<file path="config.mk">
export PLATFORM = sky130hd
export DESIGN_NAME = riscv_fd_ctrl
export DESIGN_NICKNAME = d
export VERILOG_FILES = /design/src/rtl/riscv_fd_ctrl.sv
export SDC_FILE = /design/constraint.sdc
export NUM_CORES = 1
export LEC_CHECK = 0
export CAP_MARGIN = 20
export CORE_MARGIN = 1
export CORE_UTILIZATION = 40
export CTS_BUF_LIST = sky130_fd_sc_hd__clkbuf_8
export DETAILED_ROUTE_END_ITERATION = 6
export GPL_ROUTABILITY_DRIVEN = 0
export HOLD_SLACK_MARGIN = 0.05
export PLACE_DENSITY = 0.76
export SLEW_MARGIN = 20
export SYNTH_ARGS = -nofsm -noshare
export SYNTH_HDL_FRONTEND = slang
export SYNTH_SLANG_ARGS = --single-unit
</file>
<file path="constraint.sdc">
create_clock -name i_riscv_fdc_clk -period 5.6 [get_ports i_riscv_fdc_clk]
set_clock_uncertainty 0.05 [all_clocks]
set_input_delay 1.4 -clock i_riscv_fdc_clk [delete_from_list [all_inputs] [get_ports i_riscv_fdc_clk]]
set_output_delay 1.4 -clock i_riscv_fdc_clk [all_outputs]
set_load 0.01 [all_outputs]
</file>
<file path="src/rtl/riscv_fd_ctrl.sv">
// riscv_fd_ctrl: front-end sequencing controller for the RV64IMAC F/D pipeline
// register and PC register. It merges I-cache, load-use and mul/div stalls with
// trap, fence.i and branch redirects. Redirects that cannot be issued at once
// are parked in a pending register so that none is ever lost.
// Optional feature macro: RISCV_FDC_STALL_CNT_EN (saturating front-end stall
// cycle counter; when undefined the counter output is tied to zero).
module riscv_fd_ctrl #(
  parameter int XLEN  = 64,
  parameter int CNT_W = 32
) (
  input  logic             i_riscv_fdc_clk,
  input  logic             i_riscv_fdc_rst_n,
  input  logic             i_riscv_fdc_icache_stall,
  input  logic             i_riscv_fdc_loaduse,
  input  logic             i_riscv_fdc_muldiv_busy,
  input  logic             i_riscv_fdc_br_redirect,
  input  logic [XLEN-1:0]  i_riscv_fdc_br_target,
  input  logic             i_riscv_fdc_fencei,
  input  logic [XLEN-1:0]  i_riscv_fdc_fencei_target,
  input  logic             i_riscv_fdc_trap_redirect,
  input  logic [XLEN-1:0]  i_riscv_fdc_trap_target,
  input  logic             i_riscv_fdc_inval_done,
  output logic             o_riscv_fdc_pc_stall,
  output logic             o_riscv_fdc_fd_hold,
  output logic             o_riscv_fdc_fd_flush,
  output logic             o_riscv_fdc_de_flush,
  output logic             o_riscv_fdc_redirect_valid,
  output logic [XLEN-1:0]  o_riscv_fdc_redirect_pc,
  output logic             o_riscv_fdc_icache_inval,
  output logic [1:0]       o_riscv_fdc_state,
  output logic [CNT_W-1:0] o_riscv_fdc_stall_cnt
);

  localparam logic [1:0] ST_RUN   = 2'b00;
  localparam logic [1:0] ST_PEND  = 2'b01;
  localparam logic [1:0] ST_FENCE = 2'b10;

  logic [1:0]      state_r;
  logic [1:0]      state_nxt_s;
  logic [XLEN-1:0] pend_r;
  logic [XLEN-1:0] pend_nxt_s;

  logic            pc_stall_s;
  logic            fd_hold_s;
  logic            fd_flush_s;
  logic            de_flush_s;
  logic            rdr_valid_s;
  logic [XLEN-1:0] rdr_pc_s;
  logic            inval_s;
  logic [1:0]      state_dbg_s;
  logic            hz_s;
  logic [XLEN-1:0] run_tgt_s;
  logic [XLEN-1:0] held_tgt_s;

  assign hz_s = i_riscv_fdc_loaduse | i_riscv_fdc_muldiv_busy;

  // Trap outranks branch in RUN; fence.i is handled on its own path.
  assign run_tgt_s = i_riscv_fdc_trap_redirect ? i_riscv_fdc_trap_target
                                               : i_riscv_fdc_br_target;

  // A trap while waiting replaces the parked target, including in the issue cycle.
  assign held_tgt_s = i_riscv_fdc_trap_redirect ? i_riscv_fdc_trap_target : pend_r;

  // Next-state, pending-target and all combinational control outputs.
  always_comb begin
    state_nxt_s = state_r;
    pend_nxt_s  = pend_r;
    pc_stall_s  = 1'b0;
    fd_hold_s   = 1'b0;
    fd_flush_s  = 1'b0;
    de_flush_s  = 1'b0;
    rdr_valid_s = 1'b0;
    rdr_pc_s    = {XLEN{1'b0}};
    inval_s     = 1'b0;
    state_dbg_s = state_r;
    case (state_r)
      ST_RUN: begin
        if (i_riscv_fdc_trap_redirect | (i_riscv_fdc_br_redirect & ~i_riscv_fdc_fencei)) begin
          fd_flush_s = 1'b1;
          de_flush_s = 1'b1;
          if (i_riscv_fdc_icache_stall) begin
            pend_nxt_s  = run_tgt_s;
            state_nxt_s = ST_PEND;
          end else begin
            rdr_valid_s = 1'b1;
            rdr_pc_s    = run_tgt_s;
          end
        end else if (i_riscv_fdc_fencei) begin
          fd_flush_s  = 1'b1;
          de_flush_s  = 1'b1;
          inval_s     = 1'b1;
          pend_nxt_s  = i_riscv_fdc_fencei_target;
          state_nxt_s = ST_FENCE;
        end else begin
          pc_stall_s = hz_s | i_riscv_fdc_icache_stall;
          fd_hold_s  = hz_s;
          fd_flush_s = i_riscv_fdc_icache_stall & ~hz_s;
          de_flush_s = i_riscv_fdc_loaduse & ~i_riscv_fdc_muldiv_busy;
        end
      end
      ST_PEND: begin
        pc_stall_s = 1'b1;
        fd_flush_s = 1'b1;
        de_flush_s = 1'b1;
        pend_nxt_s = held_tgt_s;
        if (!i_riscv_fdc_icache_stall) begin
          rdr_valid_s = 1'b1;
          rdr_pc_s    = held_tgt_s;
          state_nxt_s = ST_RUN;
        end else begin
          state_nxt_s = ST_PEND;
        end
      end
      ST_FENCE: begin
        pc_stall_s = 1'b1;
        fd_flush_s = 1'b1;
        de_flush_s = 1'b1;
        pend_nxt_s = held_tgt_s;
        if (i_riscv_fdc_inval_done) begin
          rdr_valid_s = 1'b1;
          rdr_pc_s    = held_tgt_s;
          state_nxt_s = ST_RUN;
        end else begin
          state_nxt_s = ST_FENCE;
        end
      end
      default: begin
        // Illegal encoding: quiet outputs and fall back to RUN.
        state_nxt_s = ST_RUN;
        pend_nxt_s  = {XLEN{1'b0}};
        state_dbg_s = ST_RUN;
      end
    endcase
  end

  // State and pending-target registers; reset drops any parked redirect.
  always_ff @(posedge i_riscv_fdc_clk or negedge i_riscv_fdc_rst_n) begin
    if (!i_riscv_fdc_rst_n) begin
      state_r <= ST_RUN;
      pend_r  <= {XLEN{1'b0}};
    end else begin
      state_r <= state_nxt_s;
      pend_r  <= pend_nxt_s;
    end
  end

`ifdef RISCV_FDC_STALL_CNT_EN
  logic [CNT_W-1:0] stall_cnt_r;

  // Saturating count of cycles in which the PC is held.
  always_ff @(posedge i_riscv_fdc_clk or negedge i_riscv_fdc_rst_n) begin
    if (!i_riscv_fdc_rst_n) begin
      stall_cnt_r <= {CNT_W{1'b0}};
    end else if (pc_stall_s && (stall_cnt_r != {CNT_W{1'b1}})) begin
      stall_cnt_r <= stall_cnt_r + {{(CNT_W-1){1'b0}}, 1'b1};
    end else begin
      stall_cnt_r <= stall_cnt_r;
    end
  end

  assign o_riscv_fdc_stall_cnt = stall_cnt_r;
`else
  assign o_riscv_fdc_stall_cnt = {CNT_W{1'b0}};
`endif

  assign o_riscv_fdc_pc_stall       = pc_stall_s;
  assign o_riscv_fdc_fd_hold        = fd_hold_s;
  assign o_riscv_fdc_fd_flush       = fd_flush_s;
  assign o_riscv_fdc_de_flush       = de_flush_s;
  assign o_riscv_fdc_redirect_valid = rdr_valid_s;
  assign o_riscv_fdc_redirect_pc    = rdr_pc_s;
  assign o_riscv_fdc_icache_inval   = inval_s;
  assign o_riscv_fdc_state          = state_dbg_s;

endmodule

</file>
# [After elaboration in Yosys (flattened, before gate mapping)]
# Cells that the tools add are included.
[word_totals] ff_bits=66 input_bits=201 out_inout_bits=104 word_cells=56
[op_classes] eq_ne=4 mux=37 bitwise=9 n_reduce_logical=4
[ops] cell="64-bit 2-to-1 mux" count=9
[ops] cell="64-bit one-hot mux with 3 select lines" count=1
[ops] cell="64-bit one-hot mux with 2 select lines" count=1
[ops] cell="1-bit 2-to-1 mux" count=16
[ops] cell="2-bit 2-to-1 mux" count=5
[ops] cell="3-bit != test (second input constant)" count=2
[ops] cell="1-bit one-hot mux with 2 select lines" count=3
[ops] cell="2-bit one-hot mux with 3 select lines" count=1
[ops] cell="1-bit AND" count=3
[ops] cell="1-bit inverter" count=3
[ops] cell="1-bit bitwise OR" count=3
[ops] cell="1-bit one-hot mux with 3 select lines" count=1
[ops] cell="3-bit OR reduction" count=1
[ops] cell="2-bit by 1-bit == test with 1-bit output (second input constant)" count=1
[ops] cell="2-bit == test (second input constant)" count=1
[ops] cell="2-bit zero test" count=1
[ops] cell="2-bit AND reduction" count=1
[ops] cell="2-bit OR reduction" count=1

# [Depth between registers and ports, before layout]
# Gate-level depths: netlist (run 1).
[logic_depth] ltp_word=6 depth_mapped=8 mapped_depth_nobuf=6

# [Worst setup path before layout (run 1)]
# Ideal clock, no wire load.
[synth_timing] path_type="input to output" startpoint="input port i_riscv_fdc_trap_redirect" endpoint="output port o_riscv_fdc_pc_stall" t_arrival_ps=2612 t_required_ps=4150 setup_slack_ps=1538 cell_stages=6 n_path_buf=3 cell_sequence="buf_2 buf_2 clkbuf_1 nor3_1 o311ai_0 a21oi_1"
[synth_between] elab_chain_len=3
[synth_rtl] item="start: declaration" line="20" text="input logic i_riscv_fdc_trap_redirect,"
[synth_rtl] item="1-bit bitwise OR" line="78" text="if (i_riscv_fdc_trap_redirect | (i_riscv_fdc_br_redirect & ~i_riscv_fdc_fencei)) begin"
[synth_rtl] item="1-bit 2-to-1 mux" line="78"
[synth_rtl] item="1-bit one-hot mux with 2 select lines" line="76" text="case (state_r)"
[synth_rtl] item="end: declaration" line="23" text="output logic o_riscv_fdc_pc_stall,"
# Every way passes these cells.

# [Worst setup path after layout (run 1)]
[layout_timing] startpoint="input port i_riscv_fdc_fencei" endpoint="output port o_riscv_fdc_redirect_pc[49]"
[layout_between] elab_chain_len=5
[layout_rtl] item="start: declaration" line="18" text="input logic i_riscv_fdc_fencei,"
[layout_rtl] item="1-bit inverter" line="78"
[layout_rtl] item="1-bit AND" line="78"
[layout_rtl] item="1-bit bitwise OR" line="78"
[layout_rtl] item="64-bit 2-to-1 mux" line="78"
[layout_rtl] item="64-bit one-hot mux with 3 select lines" line="76"
[layout_rtl] item="end: declaration" line="28" text="output logic [XLEN-1:0] o_riscv_fdc_redirect_pc,"
# Every way passes these cells.

==> run_results.csv, run 1 <==
group,metric,value,unit
outcome,status,"finished clean",
placed_design,port_buffers,272,
synthesis,synth.area.top_cells,"dfrtp_1, o21ai_0, nor2b_1",
clock_tree,hold_buffers,0,
clock_tree,cts_setup_buffers,0,
setup_path,start_kind,"input port",
clock_tree,root_buffer,"clkbuf_8",
worst_hold_path,hp-class,"reg -> reg",
global_route,grt_pass1_wl,36.6,mm
setup_path,arrival,3740,ps
synthesis,postSynthAreaPerCell,7.73,µm²
setup_path,critical_path_class,"in -> out",
clock_tree,cts-resized-gates,0,
power_and_ir_drop,power-per-cell-area,369,nW/µm²
synthesis,ys_types,32,
detailed_routing,drtIter0Drc,424,
finish,fin_nets,1287,
finish,area.growth.synth_to_final,41.6,%
die,die_area,17400,µm²
clock_tree,clkSinkCount,66,
sta,finalHoldViolations,0,
detailed_routing,wl,22.9,mm
finish,diodes,0,
detailed_routing,firstDrtPassIters,5,
die,rows,47,
die,die_h,132,µm
die,ios,305,
setup_path,cp.required,4150,ps
detailed_routing,vias,7231,
global_route,track_usage,26.0,%
sta,slew_headroom,31.7,%
clock_tree,clk_latency,340,ps
detailed_routing,drc_errors,0,
sta,period_needed,5190,ps
power_and_ir_drop,ir_worst_vdd,0.267,mV
global_route,antenna_found_initial,0,
sta,final-setup-viol-count,0,
die,core_area,16500,µm²
synthesis,synth-seq-cells,66,
global_route,grt_pass1_vias,7069,
sta,max_freq,193,MHz
sta,rsz0062_at_grt,"false",
clock_tree,cts_tree,"built",
setup_path,crit_fanout,32,
synthesis,synthesis.instances,871,
sta,drv_slew,0,
global_route,overflow,0,
synthesis,syn-cell-area,6730,µm²
setup_path,cp-end-kind,"output port",
finish,fill_cells,1567,
clock_tree,htree_levels,3,
synthesis,yosys.area.top_type,"dfrtp_1",
clock_tree,cts.reportedPaths.clkPinSlew,70,ps
global_route,grt_max_degree,116,
placed_design,dp_hpwl,14.9,mm
power_and_ir_drop,leakagePower,3.96,nW
synthesis,synth-seq-area-share,24.5,%
finish,final_common_cell,"clkdlybuf4s50_1",
detailed_routing,wire_per_inst,17.6,µm
run,max_cap_violations,0,
detailed_routing,ant_nets,0,
detailed_routing,vias_per_cell,5.54,
die,initial_core_util,40.7,%
finish,drive_above_1_share,3.50,%
placed_design,post-place-ws,452,ps
sta,worstMarginPinSlew,1020,ps
sta,finalCritPeriodShare,92.7,%
clock_tree,cts_made_buffers,9,
synthesis,yosysTopAreaCellShare,24.5,%
finish,mostFrequentLayoutCells,"clkdlybuf4s50_1, o21ai_0, nor2b_1",
synthesis,ys.warnings.count,0,
sta,worst_slack,408,ps
sta,final.setup.tns,0,ps
die,die_x,132,µm
clock_tree,clockBufferDepth,2,
[routing by layer]
layer / share of wire (%) / up-vias / track usage (%) / wire length (µm)
met4: 2.1 / 0 / 7.88 / 484
met5: 0 / - / 0 / 0
met2: 49 / 272 / 44.8 / 11200
li1: - / 3508 / - / -
met1: 44 / 3419 / 33.3 / 10100
met3: 5.2 / 32 / 4.21 / 1200
[state kept, by name, indices dropped and copies added (netlist names)]
register	cells
state_r	2
pend_r	64
[synth_stat cells]
| cell type | instances |
|---|---|
| o211a_1 | 1 |
| inv_1 | 8 |
| buf_2 | 22 |
| conb_1 | 1 |
| mux2i_1 | 63 |
| o21ai_0 | 180 |
| nand2b_1 | 3 |
| a221oi_4 | 1 |
| inv_2 | 1 |
| buf_4 | 41 |
| and3_1 | 1 |
| a21o_1 | 1 |
| a22oi_1 | 64 |
| nor2_1 | 6 |
| and2_1 | 63 |
| nand2_1 | 8 |
| a22o_1 | 64 |
| buf_1 | 1 |
| ha_1 | 5 |
| o21ai_1 | 14 |
| o31ai_1 | 2 |
| dfrtp_1 | 66 |
| nor2b_1 | 128 |
| a21oi_1 | 67 |
| a222oi_1 | 1 |
| clkbuf_1 | 53 |
| o311ai_0 | 1 |
| nor3_1 | 1 |
| a211oi_1 | 1 |
| or2_2 | 1 |
| nor2_2 | 1 |
| or2_1 | 1 |
[per-stage QoR]
stage / cells / util, % / total power, mW / cell area (µm²) / hold WS (ps)
after floorplan: 902 / - / 2.26 / 6850 / 399
after global placement: 1290 / 56.7 / 3.14 / 9370 / 411
after detailed placement: 1290 / 56.8 / 3.18 / 9380 / 421
after CTS: 1305 / 57.7 / 3.53 / 9530 / 436
after global routing: 1305 / 57.7 / 3.79 / 9530 / 458
final: 1305 / 57.7 / 3.52 / 9530 / 439
[power by group]
| part | leakage [nW] | internal (mW) | switching [mW] |
|---|---|---|---|
| combinational | 3.03 | 1.08 | 1.29 |
| sequential | 0.841 | 0.688 | 0.118 |
| clock | 0.0910 | 0.152 | 0.185 |
| total | 3.96 | 1.92 | 1.60 |
[area by class of cell]
type	instances	area [µm²]	area share, %
inverter	9	33.8	0.354
sequential	66	1650	17.3
multi-input combinational	710	4590	48.1
clock inverter	6	27.5	0.289
clock buffer	9	124	1.30
timing repair buffer	285	2830	29.7
tap	220	275	2.89
[cells by family (layout without fill, tap and decap cells)]
kind of cell / after synthesis / in the layout / synth area share (%)
adder cells (fa/ha/maj): 5 / 5 / 0.929
buffers and inverters: 126 / 309 / 9.72
AO/OA/AOI/OAI: 397 / 397 / 36.1
AND/OR/NAND/NOR: 213 / 213 / 19.3
flip-flops: 66 / 66 / 24.5
multiplexers: 63 / 63 / 9.37
other: 1 / 32 / 0.0557
[final timing paths]
| check | to | slack [ps] | start | depth (start not counted) |
|---|---|---|---|---|
| worst max-delay path | o_riscv_fdc_redirect_pc[49] | 410 | i_riscv_fdc_fencei | 7 |
| worst min-delay path | pend_r[38] | 440 | pend_r[38] | 2 |
| worst max register to register | pend_r[39] | 2530 | state_r[1] | 8 |
| worst min register to register | pend_r[38] | 440 | pend_r[38] | 2 |
| max in group asynchronous | pend_r[31] | 3820 | i_riscv_fdc_rst_n | 1 |
| min in group asynchronous | pend_r[53] | 1110 | i_riscv_fdc_rst_n | 1 |
[worst max-delay path: stages]
cell and delay, ps:
clkdlybuf4s50_1 520, nand2b_4 210, a211oi_4 250, buf_4 360
o21ai_0 150, a21oi_1 250, clkdlybuf4s50_1 580
Note: power is estimated with default switching activity, not from simulation.
==> inputs of run 2 (changes only) <==
--- a/config.mk
+++ b/config.mk
@@ -5,14 +5,14 @@
 export SDC_FILE = /design/constraint.sdc
 export NUM_CORES = 1
 export LEC_CHECK = 0
+export ABC_AREA = 1
 export CAP_MARGIN = 20
-export CORE_MARGIN = 1
 export CORE_UTILIZATION = 40
 export CTS_BUF_LIST = sky130_fd_sc_hd__clkbuf_8
 export DETAILED_ROUTE_END_ITERATION = 6
 export GPL_ROUTABILITY_DRIVEN = 0
 export HOLD_SLACK_MARGIN = 0.05
-export PLACE_DENSITY = 0.76
+export PLACE_DENSITY = 0.74
 export SLEW_MARGIN = 20
 export SYNTH_ARGS = -nofsm -noshare
 export SYNTH_HDL_FRONTEND = slang
==> run 2 against run 1 <==
  * Total power rose by 9.7%
  * Cell area rose by 4.7%
  * Sequential power rose by 5.2%
  * Critical path type unchanged
  * Sequential share of layout area fell by 0.78 points
  * Worst hold slack got worse by 4.7 ps
  * Register-to-register slack improved by 570 ps
  * Non-clock buffer count rose by 1
  * Critical path depth rose by 3
  * Via count rose by 21%
==> run_results.csv, run 2 <==
group,metric,value,unit
setup_path,reg2reg_depth,7,
global_route,use_met1,33.2,%
synthesis,synth_most_common_cell,"nand2_1",
finish,diodes,0,
detailed_routing,firstDrtPassIters,5,
global_route,grt_max_degree,98,
die,initial_core_util,41.4,%
detailed_routing,vias_per_cell,4.97,
synthesis,synth_top_flop_cell,"dfrtp_1",
synthesis,synth_fa_ha_area_share,0.865,%
synthesis,synth_edf_count,0,
setup_path,cpLargestDelayFamily,"buffers and inverters",
setup_path,cp-end-kind,"output port",
die,die_h,136,µm
finish,fill_cells,1735,
synthesis,synth_compound_area_share,10.7,%
synthesis,ys_top_cells_by_count,"nand2_1, inv_1, nand3_1",
clock_tree,cts_setup_buffers,0,
clock_tree,cts-resized-gates,0,
synthesis,ys_types,23,
global_route,antenna_found_initial,0,
synthesis,yosys.area.top_type,"nand2_1",
sta,worstMarginPinSlew,889,ps
synthesis,postSynthAreaPerCell,5.45,µm²
synthesis,syn-cell-area,7230,µm²
finish,drive_above_1_share,2.35,%
detailed_routing,wl,24.7,mm
die,die_area,18600,µm²
setup_path,cpMaxStageDelayCell,"clkdlybuf4s50_1",
clock_tree,clkSinkCount,66,
run,max_cap_violations,0,
setup_path,r2r_slack,3100,ps
synthesis,synth-xor-area-share,0,%
die,core_area,17500,µm²
sta,period_needed,5100,ps
setup_path,critical_path_class,"in -> out",
sta,finalHoldViolations,0,
power_and_ir_drop,leakagePower,5.35,nW
sta,drv_slew,0,
finish,mostFrequentLayoutCells,"nand2_1, clkdlybuf4s50_1, inv_1",
synthesis,synth-simple-area-share,49.2,%
worst_hold_path,hold_path_depth,2,
finish,area.growth.synth_to_final,38.0,%
sta,finalCritPeriodShare,91.1,%
sta,final-setup-viol-count,0,
synthesis,synth.area.top_cells,"nand2_1, dfrtp_1, nand3_1",
detailed_routing,drc_errors,0,
power_and_ir_drop,ir_worst_vdd,0.404,mV
sta,max_freq,196,MHz
synthesis,async_flop_share,100,%
clock_tree,clockBufferDepth,2,
setup_path,max_stage_delay,560,ps
synthesis,synth_top_family_by_area,"simple AND/OR/NAND/NOR gates",
die,ios,305,
global_route,grt_pass1_wl,39.5,mm
clock_tree,cts_made_buffers,9,
clock_tree,hold_buffers,0,
synthesis,ys.warnings.count,0,
outcome,status,"finished clean",
placed_design,dp_hpwl,16.5,mm
setup_path,crit_chain,"clkdlybuf4s50_1 -> inv_1 -> nand2_2 -> nand2_2 -> nand3_4 -> inv_1 -> buf_4 -> nand2_1 -> a21oi_1 -> clkdlybuf4s50_1",
synthesis,synthMuxAreaShare,0,%
finish,reg_top3,"pend_r x64, state_r x2",
global_route,grt_pass1_vias,8114,
finish,top_register,"pend_r",
global_route,top_usage_layer,"met2",
synthesis,synth-seq-cells,66,
global_route,track_usage,26.8,%
sta,slew_headroom,40.7,%
clock_tree,clk_latency,350,ps
clock_tree,root_buffer,"clkbuf_8",
finish,postLayoutCoreUtil,57.1,%
setup_path,arrival,3650,ps
synthesis,synth-seq-area-share,22.8,%
global_route,overflow,0,
detailed_routing,wire_per_inst,14.1,µm
die,die_x,136,µm
clock_tree,cts_tree,"built",
detailed_routing,ant_nets,0,
clock_tree,cts.reportedPaths.clkPinSlew,60,ps
sta,final.setup.tns,0,ps
die,rows,48,
sta,rsz0062_at_grt,"false",
setup_path,cp.depth,10,
synthesis,yosysTopAreaCellShare,35.2,%
clock_tree,htree_levels,3,
power_and_ir_drop,power-per-cell-area,387,nW/µm²
power_and_ir_drop,p_total,3.86,mW
synthesis,synthesis.instances,1327,
finish,final_common_cell,"nand2_1",
global_route,use_met2,44.2,%
setup_path,crit_fanout,18,
setup_path,start_kind,"input port",
setup_path,path_buf_inv,5,
detailed_routing,drtIter0Drc,482,
placed_design,port_buffers,272,
global_route,use_met3,4.77,%
setup_path,cp.required,4150,ps
finish,fin_nets,1736,
detailed_routing,vias,8738,
finish,largest_reg_flops,64,
worst_hold_path,hp-class,"reg -> reg",
## run 2: cell count changes after synthesis, moves of 64 or more
cell	previous run	this run
nor2b_1	128	0
o21a_1	0	84
nand3_1	0	131
nand2_1	8	678
o21ai_0	180	1
a22oi_1	64	0
inv_1	8	134
a22o_1	64	0
## run 2: final cells by class
| class | count | area (µm²) | area share [%] |
|---|---|---|---|
| flip-flops and latches | 66 | 1650 | 16.5 |
| clock inverters | 4 | 15.0 | 0.150 |
| multi-input cells | 1032 | 4550 | 45.6 |
| well taps | 225 | 282 | 2.82 |
| clock buffers | 10 | 138 | 1.38 |
| repair buffers | 286 | 2840 | 28.4 |
| inverters | 135 | 509 | 5.10 |
## run 2: per-layer routing
metal | wire [µm] | up-vias
met5 | 0 | -
li1 | - | 4428
met4 | 877 | 0
met2 | 11500 | 377
met1 | 10500 | 3876
met3 | 1870 | 57
## run 2: final timing paths
check                                   startpoint                           to
max in group asynchronous        i_riscv_fdc_rst_n                    pend_r[0]
min in group asynchronous        i_riscv_fdc_rst_n                    pend_r[4]
worst min register to register          pend_r[53]                   pend_r[53]
worst min-delay path                    pend_r[53]                   pend_r[53]
worst max-delay path            i_riscv_fdc_fencei  o_riscv_fdc_redirect_pc[47]
worst max register to register          state_r[0]                   pend_r[38]
## run 2: report_power, final
group | total, mW | leakage, nW | switching, mW | internal [mW]
sequential | 0.848 | 0.819 | 0.131 | 0.717
clock | 0.340 | 0.0932 | 0.178 | 0.162
combinational | 2.67 | 4.43 | 1.55 | 1.12
## run 2: per-stage QoR
| step | std cells | hold WS (ps) | instance area, µm² | worst slack [ps] |
|---|---|---|---|---|
| after global routing | 1758 | 454 | 9980 | 333 |
| final | 1758 | 434 | 9980 | 501 |
| after global placement | 1744 | 412 | 9820 | 595 |
| after CTS | 1758 | 434 | 9970 | 481 |
| after floorplan | 1358 | 399 | 7350 | 1770 |
| after detailed placement | 1744 | 415 | 9820 | 498 |
## run 2: worst register-to-register path, cell delays in order (launching register included)
cell	delay, ps
dfrtp_1	450
inv_1	180
ha_4	410
buf_4	660
nand4_1	370
nand3_1	170
nand2_1	60
nand2_1	80
## run 2: cells by family after synthesis
group / Yosys count
AO/OA/AOI/OAI: 112
AND/OR/NAND/NOR: 883
adder cells (fa/ha/maj): 5
flip-flops: 66
other: 1
buffers and inverters: 260
